<file path="src/rtl/uart_rx_vote_sampler.sv">
`timescale 1ns/1ps
// uart_rx_vote_sampler
// Oversampling bit sampler for the UART receiver. It keeps its own edge counter
// inside each bit and takes a 1-, 3- or 5-sample majority vote centred on the
// middle of the bit. When the samples disagree it raises a noise flag. It also
// emits a bit-boundary pulse for the RX FSM.
//
// Ports:
//   CLK          oversampling clock
//   Reset        asynchronous, active-low reset
//   Prescale     oversampling ratio (edges per bit), latched on Bit_start
//   Vote_Mode    00 = 1 sample, 01 = 3, 10 = 5, 11 = DEF_VOTE; latched on Bit_start
//   S_Data       synchronised serial data
//   S_EN         sampler enable; when low, the block clears on every edge
//   Bit_start    one-cycle pulse that realigns the counter to a new bit
//   Edge_count   current edge index within the bit
//   Bit_done     one-cycle pulse at the bit boundary
//   Sampled      one-cycle pulse: Sampled_bit / Noise_err just updated
//   Sampled_bit  majority-voted bit, held until the next Sampled
//   Noise_err    samples disagreed, held with Sampled_bit
module uart_rx_vote_sampler #(
  parameter int         PRESCALE_W = 6,
  parameter logic [1:0] DEF_VOTE   = 2'b01
) (
  input  logic                  CLK,
  input  logic                  Reset,
  input  logic [PRESCALE_W-1:0] Prescale,
  input  logic [1:0]            Vote_Mode,
  input  logic                  S_Data,
  input  logic                  S_EN,
  input  logic                  Bit_start,
  output logic [PRESCALE_W-1:0] Edge_count,
  output logic                  Bit_done,
  output logic                  Sampled,
  output logic                  Sampled_bit,
  output logic                  Noise_err
);

  // One extra bit lets window arithmetic never wrap.
  localparam int CW = PRESCALE_W + 1;
  localparam logic [PRESCALE_W-1:0] MIN_PRESCALE = PRESCALE_W'(4);

  // ---------------------------------------------------------------------------
  // Configuration decode. This is evaluated every cycle but is only captured
  // on Bit_start.
  // ---------------------------------------------------------------------------
  logic [PRESCALE_W-1:0] prescale_in;
  logic [PRESCALE_W-1:0] center_in;
  logic [1:0]            mode_eff;
  logic [1:0]            h_req;
  logic [2:1]            h_fit;
  logic [1:0]            h_in;

  always_comb begin
    prescale_in = (Prescale < MIN_PRESCALE) ? MIN_PRESCALE : Prescale;
    center_in   = prescale_in >> 1;
    mode_eff    = (Vote_Mode == 2'b11) ? DEF_VOTE : Vote_Mode;
    case (mode_eff)
      2'b00:   h_req = 2'd0;
      2'b10:   h_req = 2'd2;
      default: h_req = 2'd1;
    endcase
  end

  // A half-width h fits when the whole window [C-h, C+h] lies inside the bit.
  // It must also leave at least one edge after the window, so that the
  // Sampled pulse always lands before the wrap.
  genvar gi;
  generate
    for (gi = 1; gi <= 2; gi++) begin : g_fit
      localparam logic [CW-1:0] H = CW'(gi);
      assign h_fit[gi] = ({1'b0, center_in} >= H) &&
                         (({1'b0, center_in} + H) <= ({1'b0, prescale_in} - CW'(2)));
    end
  endgenerate

  always_comb begin
    if (h_req == 2'd2 && h_fit[2])
      h_in = 2'd2;
    else if (h_req != 2'd0 && h_fit[1])
      h_in = 2'd1;
    else
      h_in = 2'd0;
  end

  // ---------------------------------------------------------------------------
  // State
  // ---------------------------------------------------------------------------
  logic [PRESCALE_W-1:0] prescale_reg, prescale_next;
  logic [1:0]            h_reg, h_next;
  logic [PRESCALE_W-1:0] edge_reg, edge_next;
  logic                  bit_done_reg, bit_done_next;
  logic                  sampled_reg, sampled_next;
  logic                  sampled_bit_reg, sampled_bit_next;
  logic                  noise_reg, noise_next;
  logic [4:0]            sample_sr_reg, sample_sr_next;
  logic [2:0]            ones_reg, ones_next;

  // Window decode on the latched configuration.
  logic [CW-1:0] center_ext, win_lo, win_hi, edge_ext;
  logic          in_window, at_decision, at_wrap;
  logic [2:0]    ones_total;

  always_comb begin
    center_ext  = {1'b0, prescale_reg >> 1};
    win_lo      = center_ext - CW'(h_reg);
    win_hi      = center_ext + CW'(h_reg);
    edge_ext    = {1'b0, edge_reg};
    in_window   = (edge_ext >= win_lo) && (edge_ext <= win_hi);
    at_decision = (edge_ext == win_hi);
    at_wrap     = (edge_reg == prescale_reg - PRESCALE_W'(1));
    // The decision includes the sample taken on this same edge.
    ones_total  = ones_reg + {2'b00, S_Data};
  end

  always_comb begin
    prescale_next    = prescale_reg;
    h_next           = h_reg;
    edge_next        = edge_reg;
    bit_done_next    = 1'b0;
    sampled_next     = 1'b0;
    sampled_bit_next = sampled_bit_reg;
    noise_next       = noise_reg;
    sample_sr_next   = sample_sr_reg;
    ones_next        = ones_reg;

    if (!S_EN) begin
      prescale_next    = '0;
      h_next           = '0;
      edge_next        = '0;
      sampled_bit_next = 1'b0;
      noise_next       = 1'b0;
      sample_sr_next   = '0;
      ones_next        = '0;
    end else if (Bit_start) begin
      // Bit_start overrides a coincident wrap, so no Bit_done is produced.
      prescale_next    = prescale_in;
      h_next           = h_in;
      edge_next        = '0;
      sampled_bit_next = 1'b0;
      noise_next       = 1'b0;
      sample_sr_next   = '0;
      ones_next        = '0;
    end else begin
      edge_next = edge_reg + PRESCALE_W'(1);

      if (in_window) begin
        sample_sr_next = {sample_sr_reg[3:0], S_Data};
        ones_next      = ones_total;
      end

      if (at_decision) begin
        sampled_next     = 1'b1;
        sampled_bit_next = (ones_total >= ({1'b0, h_reg} + 3'd1));
        noise_next       = (ones_total != 3'd0) && (ones_total != {h_reg, 1'b1});
      end

      // The window always ends before the last edge, so clearing here never
      // discards a pending decision.
      if (at_wrap) begin
        edge_next      = '0;
        bit_done_next  = 1'b1;
        sample_sr_next = '0;
        ones_next      = '0;
      end
    end
  end

  always_ff @(posedge CLK or negedge Reset) begin
    if (!Reset) begin
      prescale_reg    <= '0;
      h_reg           <= '0;
      edge_reg        <= '0;
      bit_done_reg    <= 1'b0;
      sampled_reg     <= 1'b0;
      sampled_bit_reg <= 1'b0;
      noise_reg       <= 1'b0;
      sample_sr_reg   <= '0;
      ones_reg        <= '0;
    end else begin
      prescale_reg    <= prescale_next;
      h_reg           <= h_next;
      edge_reg        <= edge_next;
      bit_done_reg    <= bit_done_next;
      sampled_reg     <= sampled_next;
      sampled_bit_reg <= sampled_bit_next;
      noise_reg       <= noise_next;
      sample_sr_reg   <= sample_sr_next;
      ones_reg        <= ones_next;
    end
  end

  assign Edge_count  = edge_reg;
  assign Bit_done    = bit_done_reg;
  assign Sampled     = sampled_reg;
  assign Sampled_bit = sampled_bit_reg;
  assign Noise_err   = noise_reg;

endmodule
</file>
<file path="config.mk">
export PLATFORM = sky130hd
export DESIGN_NAME = uart_rx_vote_sampler
export DESIGN_NICKNAME = d
export VERILOG_FILES = /design/src/rtl/uart_rx_vote_sampler.sv
export SDC_FILE = /design/constraint.sdc
export NUM_CORES = 1
export LEC_CHECK = 0
export ABC_AREA = 1
export CORE_MARGIN = 3
export CORE_UTILIZATION = 52
export CTS_CLUSTER_DIAMETER = 200
export CTS_CLUSTER_SIZE = 28
export DETAILED_ROUTE_END_ITERATION = 10
export PLACE_DENSITY_LB_ADDON = 0.08
export SLEW_MARGIN = 20
export SYNTH_ARGS = -nofsm -noshare
export SYNTH_HDL_FRONTEND = slang
export SYNTH_SLANG_ARGS = --single-unit
</file>
<file path="constraint.sdc">
create_clock -name CLK -period 2.55 [get_ports CLK]
set_clock_uncertainty 0.2 [all_clocks]
set_input_delay 0.51 -clock CLK [delete_from_list [all_inputs] [get_ports CLK]]
set_output_delay 0.51 -clock CLK [all_outputs]
set_load 0.05 [all_outputs]
</file>
==> flow_summary.ini, run 1 <==
[run_status]
outcome = finished with violations
violations = setup timing

[clocking]
cts_tree = built
path_clk_slew_ns = 0.09
htreeDepth = 1
cts_buffers = 3
clock-sinks = 21
hold_buffers = 0
worst_skew_pair.late_latency_ns = 0.27
clockRootBuffer = clkbuf_8
cts_buffer_depth = 2

[synthesis]
async_flop_share_pct = 100
avgSynthCellArea_um2 = 7.86
synth_top_cell_area_share_pct = 22.7
synth_area_mm2 = 0.00231
synth.distinct_cells = 34
synth_area_leader_cell = dfrtp_1
synth_flop_cell = dfrtp_1
synth-seq-cells = 21
synth-edff-count = 0
synth.area.top_cells = dfrtp_1 23%, ha_1 22%, inv_1 8.0%
synth_nets = 350
netlist_instances = 294
synth_warnings = 0
yosysSeqAreaShare_pct = 22.7

[timing]
fin_ws_ns = -0.140
period_minus_slack_ns = 2.69
finalSetupTns_ns = -0.307
final-setup-viol-count = 3
fmax_mhz = 372
rsz0062_at_grt = true
tightest_slew_ns = 0.509
finalHoldViolCount = 0
fin_hold_ws_ns = 0.340
fin_crit_sh_pct = 106
drv_slew = 0
slew_headroom_pct = 66.0

[grt]
grt_pass1_vias = 1957
track_usage_pct = 21.9
grt_start_max_net_pins = 22
antenna_found_initial = 0
grt_pass1_wl_mm = 8.98
grt-ovfl-total = 0

[detailed_routing]
via_count = 2130
drt-total-wl_mm = 5.85
dr.pass1.iters = 4
drtIter0Drc = 75
antenna_left = 0
drc = 0
viasPerCell = 5.21
wire_per_inst_um = 14.3

[worst_setup_path]
slowest_delay_ns = 0.42
critical_path.cell_chain = inv_2 -> ha_4 -> inv_2 -> fa_2 -> nor3_2 -> xor2_1 -> ha_1 -> nand2_1 -> inv_2 -> nand2_2 -> nor3_2 -> a21oi_1 -> nand2_2 -> nand2_2 -> nand2_1 -> a21oi_1
setup.worst_path.start_class = register
path_max_fanout = 4
crit_family = adder cells
r2r_slack_ns = -0.14
endpoint_kind = register
worstPathArrival_ns = 2.69
crit_buf_inv = 3
required_ns = 2.55
crit_slowest_cell = dfrtp_1
critPathKind = reg2reg

[pwr]
leakage_nw = 1.58
power_switching_mw = 0.445
p_clk_share_pct = 21.1
pwr-share-seq_pct = 31.9
power_density_mw_per_mm2 = 363
combPwrFrac_pct = 47.1
ir_worst_vdd_uv = 231
p_int_mw = 0.695
swShare_pct = 39.1

[die]
chipWidth_um = 72.7
ios = 23
die_area_mm2 = 0.00528
coreArea_mm2 = 0.00414
die_h_um = 72.7
initial_utilization_pct = 55.8
row_count = 23

[place]
dpl_cell_area_mm2 = 0.00281
port-buffer-count = 22
gp_congestion = 0.844
hpwl_mm = 4.22

[cells_and_area]
final_design_area_no_fill_mm2 = 0.00314
drive_gt1_share_pct = 32.3
nets = 416
antenna_cells = 0
area_delta_synth_final_pct = 35.9

[flow_run]
cap_violations = 0

[min_path]
holdCritPathClass = reg2reg
==> cell usage in the layout (no fill, tap or decap), types with 2 or more instances in the layout <==
cell,instances
fa_2,2
o22ai_1,7
inv_1,41
ha_2,3
inv_2,10
clkbuf_8,3
ha_4,4
nand2_2,13
xor2_2,3
a21oi_2,4
nor2_4,4
o21ai_1,5
o21ai_0,4
xor2_1,12
nand3_2,7
xnor2_1,9
dfrtp_1,20
nand3_1,16
nand3_4,2
nor2_1,16
ha_1,34
nand4_1,2
a21oi_1,11
nand2_1,38
clkdlybuf4s50_1,17
o221ai_1,2
nor3_2,2
buf_6,5
nor3_1,3
nand2_4,3
buf_4,42
==> layer usage <==
metal	share of wire [%]	GRT usage (%)	vias to the layer above	wire length (um)
li1	-	-	1085	-
met1	47	33.0	985	2770
met2	45	32.5	52	2630
met3	6.0	3.58	8	353
met4	1.5	5.53	0	90
met5	0	0	-	0
==> synthesized netlist by cell type, types with 2 or more instances <==
| master | instances |
|---|---|
| nor3_1 | 5 |
| o21ai_1 | 2 |
| nand2_2 | 9 |
| o21ai_0 | 7 |
| nor2_1 | 18 |
| xnor2_1 | 10 |
| nand4_1 | 2 |
| ha_1 | 41 |
| inv_2 | 2 |
| fa_1 | 2 |
| o22ai_1 | 7 |
| o221ai_1 | 2 |
| inv_1 | 49 |
| nor2_4 | 3 |
| nand3_1 | 22 |
| xor2_1 | 15 |
| buf_6 | 3 |
| nand2_1 | 44 |
| nand3_2 | 2 |
| dfrtp_1 | 21 |
| a21oi_1 | 14 |
| nand2_4 | 2 |
==> path summary, 6_finish.rpt <==
kind                                                  start                           to  depth (start not counted)
min in group asynchronous                             Reset  prescale_reg[1]$_DFFE_PN0P_                          2
worst min-delay path                Sampled_bit$_DFFE_PN0P_      Sampled_bit$_DFFE_PN0P_                          2
worst min register to register      Sampled_bit$_DFFE_PN0P_      Sampled_bit$_DFFE_PN0P_                          2
worst max-delay path            prescale_reg[1]$_DFFE_PN0P_      ones_reg[2]$_DFFE_PN0P_                         16
max in group asynchronous                             Reset  prescale_reg[2]$_DFFE_PN0P_                          2
worst max register to register  prescale_reg[1]$_DFFE_PN0P_      ones_reg[2]$_DFFE_PN0P_                         16
==> worst reg2reg max path: cells and delay by family, from the launching register on <==
family	cells	cell delay, ns
buffers and inverters	3	0.16
xor gates and xnor gates	1	0.16
DFF	1	0.42
and+or+nand+nor	7	0.61
AOI/OAI and AO/OA	2	0.31
adders and majority gates	3	0.76
==> cells by family (layout without fill, tap and decap cells) <==
logic type | count (synthesis) | after routing | synth area share (%)
buf+inv | 57 | 122 | 10.3
fa+ha+maj | 43 | 43 | 23.9
simple gates | 112 | 112 | 24.6
compound gates | 36 | 36 | 8.98
xor+xnor | 25 | 25 | 9.47
flops | 21 | 21 | 22.7
==> power groups by stage <==
stage	Combinational (mW)	Clock (mW)	Sequential, mW
finish	0.537	0.240	0.363
detailed placement	0.445	0	0.369
CTS	0.458	0.242	0.363
floorplan	0.287	0	0.379
global route	0.604	0.246	0.366
global placement	0.435	0	0.368
==> metrics by stage <==
step	instances	setup WS (ns)	total power, mW	utilization [%]
finish	409	-0.140	1.14	75.8
global route	409	-0.304	1.22	75.8
CTS	400	-0.0930	1.06	70.2
detailed placement	393	-0.594	0.813	67.8
global placement	393	-0.559	0.803	67.8
floorplan	294	-0.0302	0.666	-
==> cell type report <==
class                   count  area (um^2)
fillers                   310         1000
flip-flops and latches     21          527
well taps                  50         62.6
clock buffers               3         41.3
clock inverters             1         7.51
inverters                  52          195
multi-input cells         216         1750
repair buffers             66          559
==> repair_timing <==
item                                    CTS  global route
pin swaps                                10            23
gates resized for setup                  14            57
endpoints found under the setup margin    6             8
setup buffers                             3             9
No activity file was read; power rests on OpenSTA's default activity.
==> run 2: changes to the inputs <==
Settings changed: CORE_UTILIZATION 52 to 58.
Clock period 2.55 ns to 2.5 ns, I/O delays scaled along.
==> flow_summary.ini, run 2 (synthesis gave the netlist of run 1 again) <==
[timing]
final-setup-viol-count = 4
slew_headroom_pct = 66.9
tightest_slew_ns = 0.494
finalSetupTns_ns = -0.688
period_minus_slack_ns = 2.73
fin_ws_ns = -0.233
fin_crit_sh_pct = 109
finalHoldViolCount = 0
drv_slew = 0
fmax_mhz = 366
rsz0062_at_grt = true

[place]
port-buffer-count = 22
hpwl_mm = 4.16
dp_slack_ns = -0.608
placed_cells = 400
gp_congestion = 0.869

[cells_and_area]
antenna_cells = 0
layoutNonFillerInstCount = 414
area_delta_synth_final_pct = 36.2
final_common_cell = buf_4
layout_common_cells = 50 x buf_4, 42 x inv_1, 39 x nand2_1, 35 x ha_1, 21 x nand3_1
fillers = 222
drive_gt1_share_pct = 32.0
seqCellArea_um2 = 528
multi_input_area_mm2 = 0.00170
final_util_pct = 84.1
nets = 423

[clocking]
clockRootBuffer = clkbuf_8
hold_buffers = 0
worst_skew_pair.late_latency_ns = 0.26
cts_buffer_depth = 2
cts_tree = built
clock-sinks = 21
cts_buffers = 3
htreeDepth = 1
path_clk_slew_ns = 0.08

[grt]
grt_pass1_wl_mm = 9.38
grt_pass1_vias = 2061
grt-ovfl-total = 0
antenna_found_initial = 0
grt_start_max_net_pins = 22
track_usage_pct = 23.7

[detailed_routing]
drc = 0
dr.pass1.iters = 4
drt-total-wl_mm = 5.95
antenna_left = 0
viasPerCell = 5.35
drtIter0Drc = 154
wire_per_inst_um = 14.4
via_count = 2213

[run_status]
outcome = finished with violations
violations = setup timing

[worst_setup_path]
critPathKind = reg2reg
slowest_delay_ns = 0.42
endpoint_kind = register
setup.worst_path.start_class = register
required_ns = 2.49
crit_slowest_cell = dfrtp_1
worstPathArrival_ns = 2.72
critical_path.cell_chain = inv_2 -> ha_4 -> inv_2 -> fa_2 -> nor3_2 -> xor2_1 -> ha_1 -> nand2_1 -> inv_2 -> nand2_2 -> nor3_2 -> a21oi_1 -> nand2_2 -> nand2_2 -> nand2_1 -> a21oi_1
crit_family = adder cells
path_max_fanout = 4
crit_buf_inv = 3

[flow_run]
cap_violations = 0

[min_path]
holdCritPathClass = reg2reg

[pwr]
ir_worst_vdd_uv = 308
power_density_mw_per_mm2 = 365
leakage_nw = 1.62

[die]
ios = 23
chipWidth_um = 69.1
row_count = 22
coreArea_mm2 = 0.00374
die_h_um = 69.1
initial_utilization_pct = 61.8
die_area_mm2 = 0.00478
run 2: changes by cell type in the layout (fill, tap and decap cells not counted), sizes merged:
cell | previous run | this run
clkbuf | 4 | 3
clkinvlp | 1 | 0
buf | 47 | 55
clkinv | 1 | 2
run 2: layout make-up:
cell class | count | share of cell area, %
tap | 48 | 1.91
sequential | 21 | 16.8
clock buffer | 3 | 1.31
multi-input combinational | 216 | 54.0
clock inverter | 1 | 0.159
timing repair buffer | 73 | 19.6
inverter | 52 | 6.20
run 2: final timing paths:
path	startpoint	end	cells past startpoint	slack, ns
worst max-delay path	prescale_reg[1]$_DFFE_PN0P_	ones_reg[2]$_DFFE_PN0P_	16	-0.23
worst min register to register	Sampled_bit$_DFFE_PN0P_	Sampled_bit$_DFFE_PN0P_	2	0.33
worst max register to register	prescale_reg[1]$_DFFE_PN0P_	ones_reg[2]$_DFFE_PN0P_	16	-0.23
max in group asynchronous	Reset	prescale_reg[2]$_DFFE_PN0P_	2	1.47
min in group asynchronous	Reset	Edge_count[3]$_DFF_PN0_	2	0.38
worst min-delay path	Sampled_bit$_DFFE_PN0P_	Sampled_bit$_DFFE_PN0P_	2	0.33
run 2: metrics by stage:
stage	total power [mW]	hold WS, ns	instance area [um^2]
4_1_cts	1.09	0.332	2990
3_5_place_dp	0.839	0.308	2870
3_3_place_gp	0.827	0.304	2870
6_report	1.15	0.330	3150
2_1_floorplan	0.679	0.00441	2330
5_1_grt	1.23	0.351	3150
run 2: power by group:
group	internal, mW	switching [mW]	leakage, nW
Sequential	0.353	0.0186	0.284
Clock	0.111	0.123	0.0255
Combinational	0.241	0.301	1.31
run 2: worst reg2reg max path, cell delays in order, from the launching register on:
cell and delay (ns):
dfrtp_1 0.42, inv_2 0.10, ha_4 0.14, inv_2 0.04
fa_2 0.38, nor3_2 0.13, xor2_1 0.18, ha_1 0.26
nand2_1 0.08, inv_2 0.04, nand2_2 0.05, nor3_2 0.04
a21oi_1 0.16, nand2_2 0.12, nand2_2 0.11, nand2_1 0.06
a21oi_1 0.15
run 2: timing repair:
action / in CTS / in global routing
setup buffers: 5 / 5
endpoints found under the setup margin: 8 / 8
resized for setup: 18 / 49
pin swaps: 18 / 19
run 2: per-layer routing:
layer / global-route usage (%) / share of wire, % / vias to the layer above
met5: 0 / 0 / -
met4: 3.90 / 0.93 / 0
met3: 5.69 / 6.6 / 6
met2: 37.3 / 47 / 73
met1: 33.6 / 45 / 1040
li1: - / - / 1094
